===== src/rtl/mux_arbiter.sv =====
// mux_arbiter: round-robin 2:1 arbiter with a bounded burst allowance,
// feeding a one-entry registered output stage with valid/ready handshakes.
module mux_arbiter #(
  parameter int WIDTH     = 20,
  parameter int MAX_BURST = 2
) (
  input  logic             clk,
  input  logic             rst_n,
  input  logic [WIDTH-1:0] A,
  input  logic             a_valid,
  output logic             a_ready,
  input  logic [WIDTH-1:0] B,
  input  logic             b_valid,
  output logic             b_ready,
  output logic             sel,
  output logic [WIDTH-1:0] D,
  output logic             d_valid,
  input  logic             d_ready,
  output logic             d_src
);
  localparam logic [3:0] MB = 4'(MAX_BURST);
  // IDLE keeps the last source bit so d_src holds across the drain
  typedef enum logic [1:0] {IDLE_A = 2'b00, IDLE_B = 2'b01, HOLD_A = 2'b10, HOLD_B = 2'b11} state_t;
  state_t           state_q, state_d;
  logic [WIDTH-1:0] d_q, d_d;
  logic             sel_q, sel_d, owner_q, owner_d;
  logic [3:0]       cnt_q, cnt_d;
  logic             load_en, gnt, gnt_b;
  always_comb begin
    load_en = !state_q[1] || d_ready;
    gnt     = rst_n && load_en && (a_valid || b_valid);
    gnt_b   = (a_valid && b_valid) ? ((cnt_q < MB) ? owner_q : !owner_q) : b_valid;
    state_d = gnt ? (gnt_b ? HOLD_B : HOLD_A)
            : (state_q[1] && d_ready) ? (state_q[0] ? IDLE_B : IDLE_A) : state_q;
    d_d     = gnt ? (gnt_b ? B : A) : d_q;
    sel_d   = gnt ? gnt_b : sel_q;
    owner_d = gnt ? gnt_b : owner_q;
    cnt_d   = !gnt ? cnt_q : (gnt_b != owner_q) ? 4'd1 : (cnt_q >= MB) ? MB : cnt_q + 4'd1;
  end
  always_ff @(posedge clk or negedge rst_n) begin
    if (!rst_n) begin
      state_q <= IDLE_A;
      d_q     <= '0;
      sel_q   <= 1'b0;
      owner_q <= 1'b1;
      cnt_q   <= MB;
    end else begin
      state_q <= state_d;
      d_q     <= d_d;
      sel_q   <= sel_d;
      owner_q <= owner_d;
      cnt_q   <= cnt_d;
    end
  end
  assign a_ready = gnt && !gnt_b;
  assign b_ready = gnt && gnt_b;
  assign sel     = sel_d;
  assign D       = d_q;
  assign d_valid = state_q[1];
  assign d_src   = state_q[0];
endmodule


===== config.mk =====
export PLATFORM = sky130hd
export DESIGN_NAME = mux_arbiter
export DESIGN_NICKNAME = d
export VERILOG_FILES = /design/src/rtl/mux_arbiter.sv
export SDC_FILE = /design/constraint.sdc
export NUM_CORES = 1
export LEC_CHECK = 0
export ABC_AREA = 1
export CAP_MARGIN = 20
export CELL_PAD_IN_SITES_DETAIL_PLACEMENT = 0
export CELL_PAD_IN_SITES_GLOBAL_PLACEMENT = 1
export CORE_AREA = 2 2 68 83
export DETAILED_ROUTE_END_ITERATION = 8
export DIE_AREA = 0 0 70 85
export HOLD_SLACK_MARGIN = 0.1
export PLACE_DENSITY = 0.79
export SLEW_MARGIN = 10
export SYNTH_ARGS = -nofsm -noshare
export SYNTH_HDL_FRONTEND = slang
export SYNTH_SLANG_ARGS = --single-unit

===== constraint.sdc =====
create_clock -name clk -period 1.4 [get_ports clk]
set_input_delay 0.14 -clock clk [delete_from_list [all_inputs] [get_ports clk]]
set_output_delay 0.14 -clock clk [all_outputs]
set_load 0.02 [all_outputs]

Word-level counts from Yosys, hierarchy flattened
Cells that the tools add are included.
{"block": "classes", "add_sub_neg": 1, "n_lt_le_gt_ge": 2, "eq_ne": 1, "mux": 10, "n_reduce_logical": 12}
{"cell": "20-bit 2-to-1 mux", "n": 1}
{"cell": "4-bit 2-to-1 mux", "n": 2}
{"cell": "1-bit logical AND", "n": 6}
{"cell": "1-bit 2-to-1 mux", "n": 5}
{"cell": "4-bit by 1-bit adder with 4-bit output, second input constant", "n": 1}
{"cell": "4-bit by 2-bit >= comparator with 1-bit output, second input constant", "n": 1}
{"cell": "4-bit by 2-bit less-than comparator with 1-bit output, second input constant", "n": 1}
{"cell": "2-bit 2-to-1 mux", "n": 2}
{"cell": "1-bit zero test", "n": 3}
{"cell": "1-bit logical OR", "n": 2}
{"cell": "2-bit nonzero test", "n": 1}
{"cell": "1-bit != test", "n": 1}
{"block": "word_totals", "reg_bits": 28, "out_inout_bits": 25, "wordCells": 31}

Longest topological paths before layout
Gate-level depths: netlist of run 1.
{"block": "depth", "ltp_word": 5, "depth_mapped": 9, "depth_no_buf": 8}

Worst setup path before layout of run 1
OpenSTA, ideal clock, no wires.
{"block": "synth_timing", "kind": "reg2out", "startpoint": "register state_q[1]", "endpoint": "output port a_ready", "arrival_ns": 1.232, "required_ns": 1.260, "path_slack_ns": 0.028, "path_stages_with_launch": 5, "path_buffers": 1, "path_cell_list": "dfrtp_1 -> nand2_1 -> nand3_4 -> buf_2 -> a21oi_1"}
{"block": "synth_between", "elab_chain_cells": 5}
{"item": "start, declared", "line": "24", "source": "state_t state_q, state_d;"}
{"item": "start signal, assigned", "line": "48", "source": "state_q <= state_d;"}
{"item": "1-bit zero test", "line": "30", "source": "load_en = !state_q[1] || d_ready;"}
{"item": "1-bit logical OR", "line": "30"}
{"item": "1-bit logical AND (2 in series)", "line": "31", "source": "gnt = rst_n && load_en && (a_valid || b_valid);"}
{"item": "1-bit logical AND", "line": "55", "source": "assign a_ready = gnt && !gnt_b;"}
{"item": "end, declared", "line": "11", "source": "output logic a_ready,"}
Every way passes these cells.

Worst setup path after layout of run 1
{"block": "layout_timing", "startpoint": "register cnt_q[1]", "endpoint": "output port sel"}
{"block": "layout_between", "elab_chain_cells": 4}
{"item": "start, declared", "line": "27", "source": "logic [3:0] cnt_q, cnt_d;"}
{"item": "start signal, assigned", "line": "52", "source": "cnt_q <= cnt_d;"}
{"item": "4-bit by 2-bit less-than comparator with 1-bit output", "line": "32", "source": "gnt_b = (a_valid && b_valid) ? ((cnt_q < MB) ? owner_q : !owner_q) : b_valid;"}
{"item": "1-bit 2-to-1 mux (2 in series)", "line": "32"}
{"item": "1-bit 2-to-1 mux", "line": "36", "source": "sel_d = gnt ? gnt_b : sel_q;"}
{"item": "end, declared", "line": "15", "source": "output logic sel,"}
Every way passes these cells.

==> flow_summary.toml, run 1 <==
[status]
outcome = "complete, but fails checks"
violations = "setup timing"

[power]
p_leak_nw = 1.26
ir_worst_vdd_mv = 0.502
power.density_nw_per_um2 = 1340
switching_share_pct = 36.3
seqPwrFrac_pct = 36.4
p_switching_w = 0.00116
power_frac_comb_pct = 47.6
internal-power_w = 0.00202
power_frac_clock_pct = 16.0

[synth]
syn_inst = 164
synth_top_family_by_area = "simple AND/OR/NAND/NOR gates"
synth_xor_area_share_pct = 0.622
ys_ff_latch = 28
yosysSeqAreaShare_pct = 50.0
syn_avg_cell_area_sq_um = 8.58
netlist_area_sq_um = 1410
synthAdderAreaFrac_pct = 1.78
synth.area.top_cells = "dfrtp_1 (46%), nand2_1 (15%), nand3_1 (15%)"
syn_nets = 211
yosysTopAreaCellShare_pct = 46.2
synth_compound_area_share_pct = 2.49
synth.area.mux_share_pct = 0
ys_warn_count = 0
yosysUniqueCellTypes = 24
synth_area_leader_cell = "dfrtp_1"
synth-simple-area-share_pct = 36.5

[cts]
clock-sinks = 28
htree_levels = 1
numCtsBuffers = 3
clk_pin_slew_worst_paths_ns = 0.10
cts-root-buf = "clkbuf_8"
cts_tree = "built"
insertion_delay_ns = 0.27
clockBufferDepth = 2

[floorplanning]
fp.coreArea_sq_um = 5150
start_util_pct = 27.3
die_w_microns = 70
die_area_sq_um = 5950
fp.dieH_microns = 85
num_rows = 29
io_pins = 70

[critical_path]
cp.required_ns = 1.26
arrival_ns = 1.51
startpoint_type = "register"
path_class = "register to output port"
path_max_fanout = 3
r2r-start = "cnt_q[1]"
r2r_end = "owner_q"
reg2reg_slack_ns = -0.22
reg2regPathDepth = 12
worst_setup_path_end_kind = "output port"

[sta]
period_minus_slack_ns = 1.65
rsz0062_at_grt = "yes"
max_freq_mhz = 606
hold_violations = 0
finalMaxSlewViolations = 0
worst_clock_skew_ns = 0.00590
max-slew-margin-rel_pct = 75.7
period_share_pct = 118
worst_pin_slew_ns = 0.364
setup_ws_ns = -0.250
setup_viol = 18

[cells_and_area]
final_cells = 311
fin_util_pct = 46.1
nets = 297
syn2layout_area_growth_pct = 68.6
antenna_cells = 0
fill_cells = 514
layout-drive-gt1-share_pct = 18.9
multi_input_area_sq_um = 607
regArea_sq_um = 703

[route]
via_per_inst = 4.43
drt_wl_total_microns = 3930
route.vias.total = 1378
drt_iter0_markers = 46
post_drt_wl_per_cell_microns = 12.6
drc = 0
ant_nets = 0
drt_pre_antenna_iters = 4

[grt]
met3_usage_pct = 1.43
gr-usage-met1_pct = 16.5
grt_start_max_net_pins = 29
use_met2_pct = 24.1
track_usage_pct = 13.6
antenna_found_initial = 0
grt_pass1_vias = 1439
grt-ovfl-total = 0
grt_pass1_wl_microns = 6490
busiest_layer = "met2"

[placed_design]
io_buffers = 69
dp.cells = 303
finalWeightedCongestion = 0.789
hpwl_microns = 2880

[flow_run]
cap_violations = 0

[worst_hold_path]
min_path_type = "primary input to async pin"
## power by group through the flow
stage / clock (W) / sequential, W / combinational [W]
2_1_floorplan: 0 / 0.00139 / 0.000549
3_3_place_gp: 0 / 0.00118 / 0.00148
3_5_place_dp: 0 / 0.00118 / 0.00150
4_1_cts: 0.000533 / 0.00116 / 0.00153
5_1_grt: 0.000547 / 0.00119 / 0.00165
6_report: 0.000508 / 0.00116 / 0.00151
## metrics by stage
step / total power, W / setup TNS (ns) / cell area [sq um] / setup slack (ns) / hold WS (ns)
floorplan: 0.00194 / 0 / 1410 / 0.0283 / -0.156
global placement: 0.00266 / -6.12 / 2230 / -0.491 / 0.470
detailed placement: 0.00268 / -6.50 / 2230 / -0.523 / 0.473
CTS: 0.00323 / -1.82 / 2320 / -0.284 / 0.386
global route: 0.00339 / -3.70 / 2370 / -0.327 / 0.403
finish: 0.00318 / -1.32 / 2370 / -0.250 / 0.365
## logic make-up (layout without fill, tap and decap cells)
family / Yosys count / in the layout
AO/OA/AOI/OAI: 6 / 6
AND/OR/NAND/NOR: 109 / 109
adder cells (fa/ha/maj): 2 / 2
buffers and inverters: 18 / 103
XOR/XNOR: 1 / 1
flip-flops: 28 / 28
## worst max-delay path by stage
stage                from  endpoint  slack (ns)  depth (start not counted)
2_1_floorplan  state_q[1]   a_ready        0.03                          4
4_1_cts          cnt_q[1]       sel       -0.28                          9
5_1_grt          cnt_q[1]       sel       -0.33                          9
3_5_place_dp      d_ready       sel       -0.52                          8
6_report         cnt_q[1]       sel       -0.25                          9
3_3_place_gp      d_ready       sel       -0.49                          8
## cells in the mapped netlist
master and n:
xor2_1 1, nor2_4 2, nand3_1 42, nand3_2 1, inv_2 1, a21oi_1 1
ha_1 2, nand4_1 1, nand2_2 2, nand2_1 57, dfstp_2 2, or2_4 1
or2_2 1, dfrtp_1 26, o211ai_1 2, o21ai_0 2, buf_6 4, o21ai_1 1
nand3_4 1, buf_2 1, inv_1 8, buf_4 3, buf_8 1, nor2_2 1
## sequential cells by signal, indices dropped and copies added (netlist names)
signal,flops
owner_q,1
sel_q,1
state_q,2
cnt_q,4
D,20
## critical path, cell delays in order, from the launching register on
cell and delay [ns]:
dfstp_2 0.55, inv_2 0.04, nand2_2 0.07, nand2_2 0.05
nand3_2 0.08, nand2_4 0.06, nor2_4 0.13, inv_2 0.06
nand2_2 0.07, buf_6 0.11
## layout by cell type, fill, tap and decap left out, drive strengths merged
cell type / count
inv: 9
clkbuf: 4
or2: 2
buf: 24
nor2: 3
o21ai: 3
dfstp: 2
xor2: 1
nand3: 44
a21oi: 1
clkdlybuf4s50: 44
nand2: 59
o211ai: 2
nand4: 1
ha: 2
dlygate4sd2: 10
dfrtp: 26
dlymetal6s2s: 12
## layer usage
layer	wire length (microns)	part of all wire [%]
met1	1630	41
met2	2060	52
met3	177	4.5
met4	62	1.6
met5	0	0
## area by class of cell
class / count / area share (%)
clock buffer: 4 / 2.32
inverter: 9 / 1.42
multi-input combinational: 118 / 25.6
sequential: 28 / 29.6
tap: 62 / 3.27
timing repair buffer: 90 / 37.8
## what timing repair did
action / CTS / global route
pin swaps: 3 / 4
resized for setup: 37 / 18
hold buffers: 0 / 0
setup buffers: 3 / 1
setup endpoints to repair: 33 / 40
(Power assumes the default switching activity.)
==> run 2, diff against run 1 <==
CORE_AREA = 5 5 71 86   (was 2 2 68 83)
DIE_AREA = 0 0 76 91   (was 0 0 70 85)
==> flow_summary.toml, run 2 (synthesis results as in run 1) <==
[status]
outcome = "complete, but fails checks"
violations = "setup timing"

[sta]
worst_clock_skew_ns = 0.00576
max-slew-margin-rel_pct = 74.8
setup_viol = 10
rsz0062_at_grt = "yes"
max_freq_mhz = 613
hold_violations = 0
setup_ws_ns = -0.231
finalMaxSlewViolations = 0
worst_pin_slew_ns = 0.379
period_minus_slack_ns = 1.63
period_share_pct = 116
setup_tns_ns = -0.969

[worst_hold_path]
min_path_type = "primary input to async pin"

[critical_path]
critical_path.cell_chain = "inv_2, nand2_2, nand2_2, nand3_2, nand2_2, nor2_4, buf_6, buf_6"
startpoint_type = "register"
critical_path.most_common_cell = "nand2_2"
slowest_delay_ns = 0.55
path_max_fanout = 3
arrival_ns = 1.49
cp.required_ns = 1.26
worst_setup_path_end_kind = "output port"
slowest_stage = "dfstp_2"
path_buf_inv = 3
critPathTopFamily = "flip-flops"
path_class = "register to output port"

[route]
route.vias.total = 1412
ant_nets = 0
post_drt_wl_per_cell_microns = 13.8
drt_wl_total_microns = 4280
drc = 0
drt_pre_antenna_iters = 4
drt_iter0_markers = 57
via_per_inst = 4.57

[cells_and_area]
most-common-layout-cells = "nand2_1 (44), clkdlybuf4s50_1 (44), nand3_1 (28), dfrtp_1 (26)"
fill_cells = 520
antenna_cells = 0
nets = 295
largest_reg_flops = 20
syn2layout_area_growth_pct = 75.9
layout-drive-gt1-share_pct = 27.1

[cts]
numCtsBuffers = 3
clock-sinks = 28
clk_pin_slew_worst_paths_ns = 0.09
cts_tree = "built"
htree_levels = 1
clockBufferDepth = 2
cts-root-buf = "clkbuf_8"
holdBufCountCts = 0
insertion_delay_ns = 0.27

[power]
power_frac_comb_pct = 46.3
internal-power_w = 0.00215
p_switching_w = 0.00120
ir_worst_vdd_mv = 0.520
seqPwrFrac_pct = 34.7
switching_share_pct = 35.7
power_frac_clock_pct = 19.0
p_leak_nw = 1.28
power.density_nw_per_um2 = 1350
p_total_w = 0.00335

[floorplanning]
fp.dieH_microns = 91
io_pins = 70
num_rows = 29
die_area_sq_um = 6920
fp.coreArea_sq_um = 5190
start_util_pct = 27.1
die_w_microns = 76

[grt]
track_usage_pct = 12.2
antenna_found_initial = 0
grt_start_max_net_pins = 29
grt-ovfl-total = 0
grt_pass1_vias = 1473
grt_pass1_wl_microns = 7000

[placed_design]
io_buffers = 69
hpwl_microns = 3040
finalWeightedCongestion = 0.823

[flow_run]
cap_violations = 0
## run 2: cell count changes in the layout (fill, tap and decap cells not counted), moves of 2 or more
| cell | delta |
|---|---|
| buf_4 | -2 |
| dlygate4sd2_1 | +5 |
| nand2_2 | +9 |
| nand3_2 | +13 |
| dlymetal6s2s_1 | -5 |
| nand3_1 | -13 |
| nand2_1 | -10 |
## run 2: metal layers
metal | wire length (microns) | global-route usage (%) | up-vias
met4 | 41 | 4.45 | 0
met3 | 182 | 1.88 | 2
met1 | 1790 | 14.5 | 676
met2 | 2260 | 21.9 | 37
li1 | - | - | 697
met5 | 0 | 0 | -
## run 2: stage by stage
step | area (sq um) | std cells | hold WS, ns | setup slack, ns | utilization (%)
after floorplan | 1410 | 164 | -0.156 | 0.0283 | -
after global placement | 2200 | 301 | 0.472 | -0.521 | 42.4
after detailed placement | 2200 | 301 | 0.465 | -0.534 | 42.4
after CTS | 2380 | 308 | 0.396 | -0.280 | 45.9
after global routing | 2480 | 309 | 0.409 | -0.336 | 47.7
final | 2480 | 309 | 0.387 | -0.231 | 47.7
## run 2: worst reg2reg max path, delay by kind of cell (launching register included)
kind          cells  cell delay, ns
buf+inv           4            0.41
flops             1            0.55
simple gates      6            0.42
## run 2: area by class of cell
cell class / instances / area (sq um) / share of cell area [%]
clock buffers: 3 / 41.3 / 1.67
clock inverters: 1 / 30.0 / 1.21
inverters: 9 / 46.3 / 1.87
multi-input cells: 118 / 698 / 28.2
flip-flops and latches: 28 / 703 / 28.4
well taps: 62 / 77.6 / 3.13
repair buffers: 88 / 880 / 35.5
## run 2: path summary, 6_finish.rpt
check | slack [ns] | from | end | cells past startpoint
max in group asynchronous | 0.70 | rst_n | cnt_q[1] | 2
worst min register to register | 0.49 | state_q[0] | state_q[0] | 2
worst max register to register | -0.09 | cnt_q[1] | D[15] | 10
min in group clk | 0.41 | B[3] | D[3] | 3
worst max-delay path | -0.23 | cnt_q[1] | b_ready | 8
worst min-delay path | 0.39 | rst_n | state_q[0] | 2
## run 2: repair_timing
item	4_1_cts	5_1_grt
endpoints found under the hold margin	0	0
gates resized for setup	59	31
gates cloned	1	0
endpoints found under the setup margin	41	34
buffers inserted	4	3
pin swaps	7	6
## run 2: power by group through the flow
| stage | logic, W | registers, W | clock network (W) |
|---|---|---|---|
| after floorplan | 0.000549 | 0.00139 | 0 |
| after global placement | 0.00148 | 0.00118 | 0 |
| after detailed placement | 0.00149 | 0.00118 | 0 |
| after CTS | 0.00153 | 0.00116 | 0.000665 |
| after global routing | 0.00169 | 0.00120 | 0.000698 |
| final | 0.00155 | 0.00116 | 0.000636 |
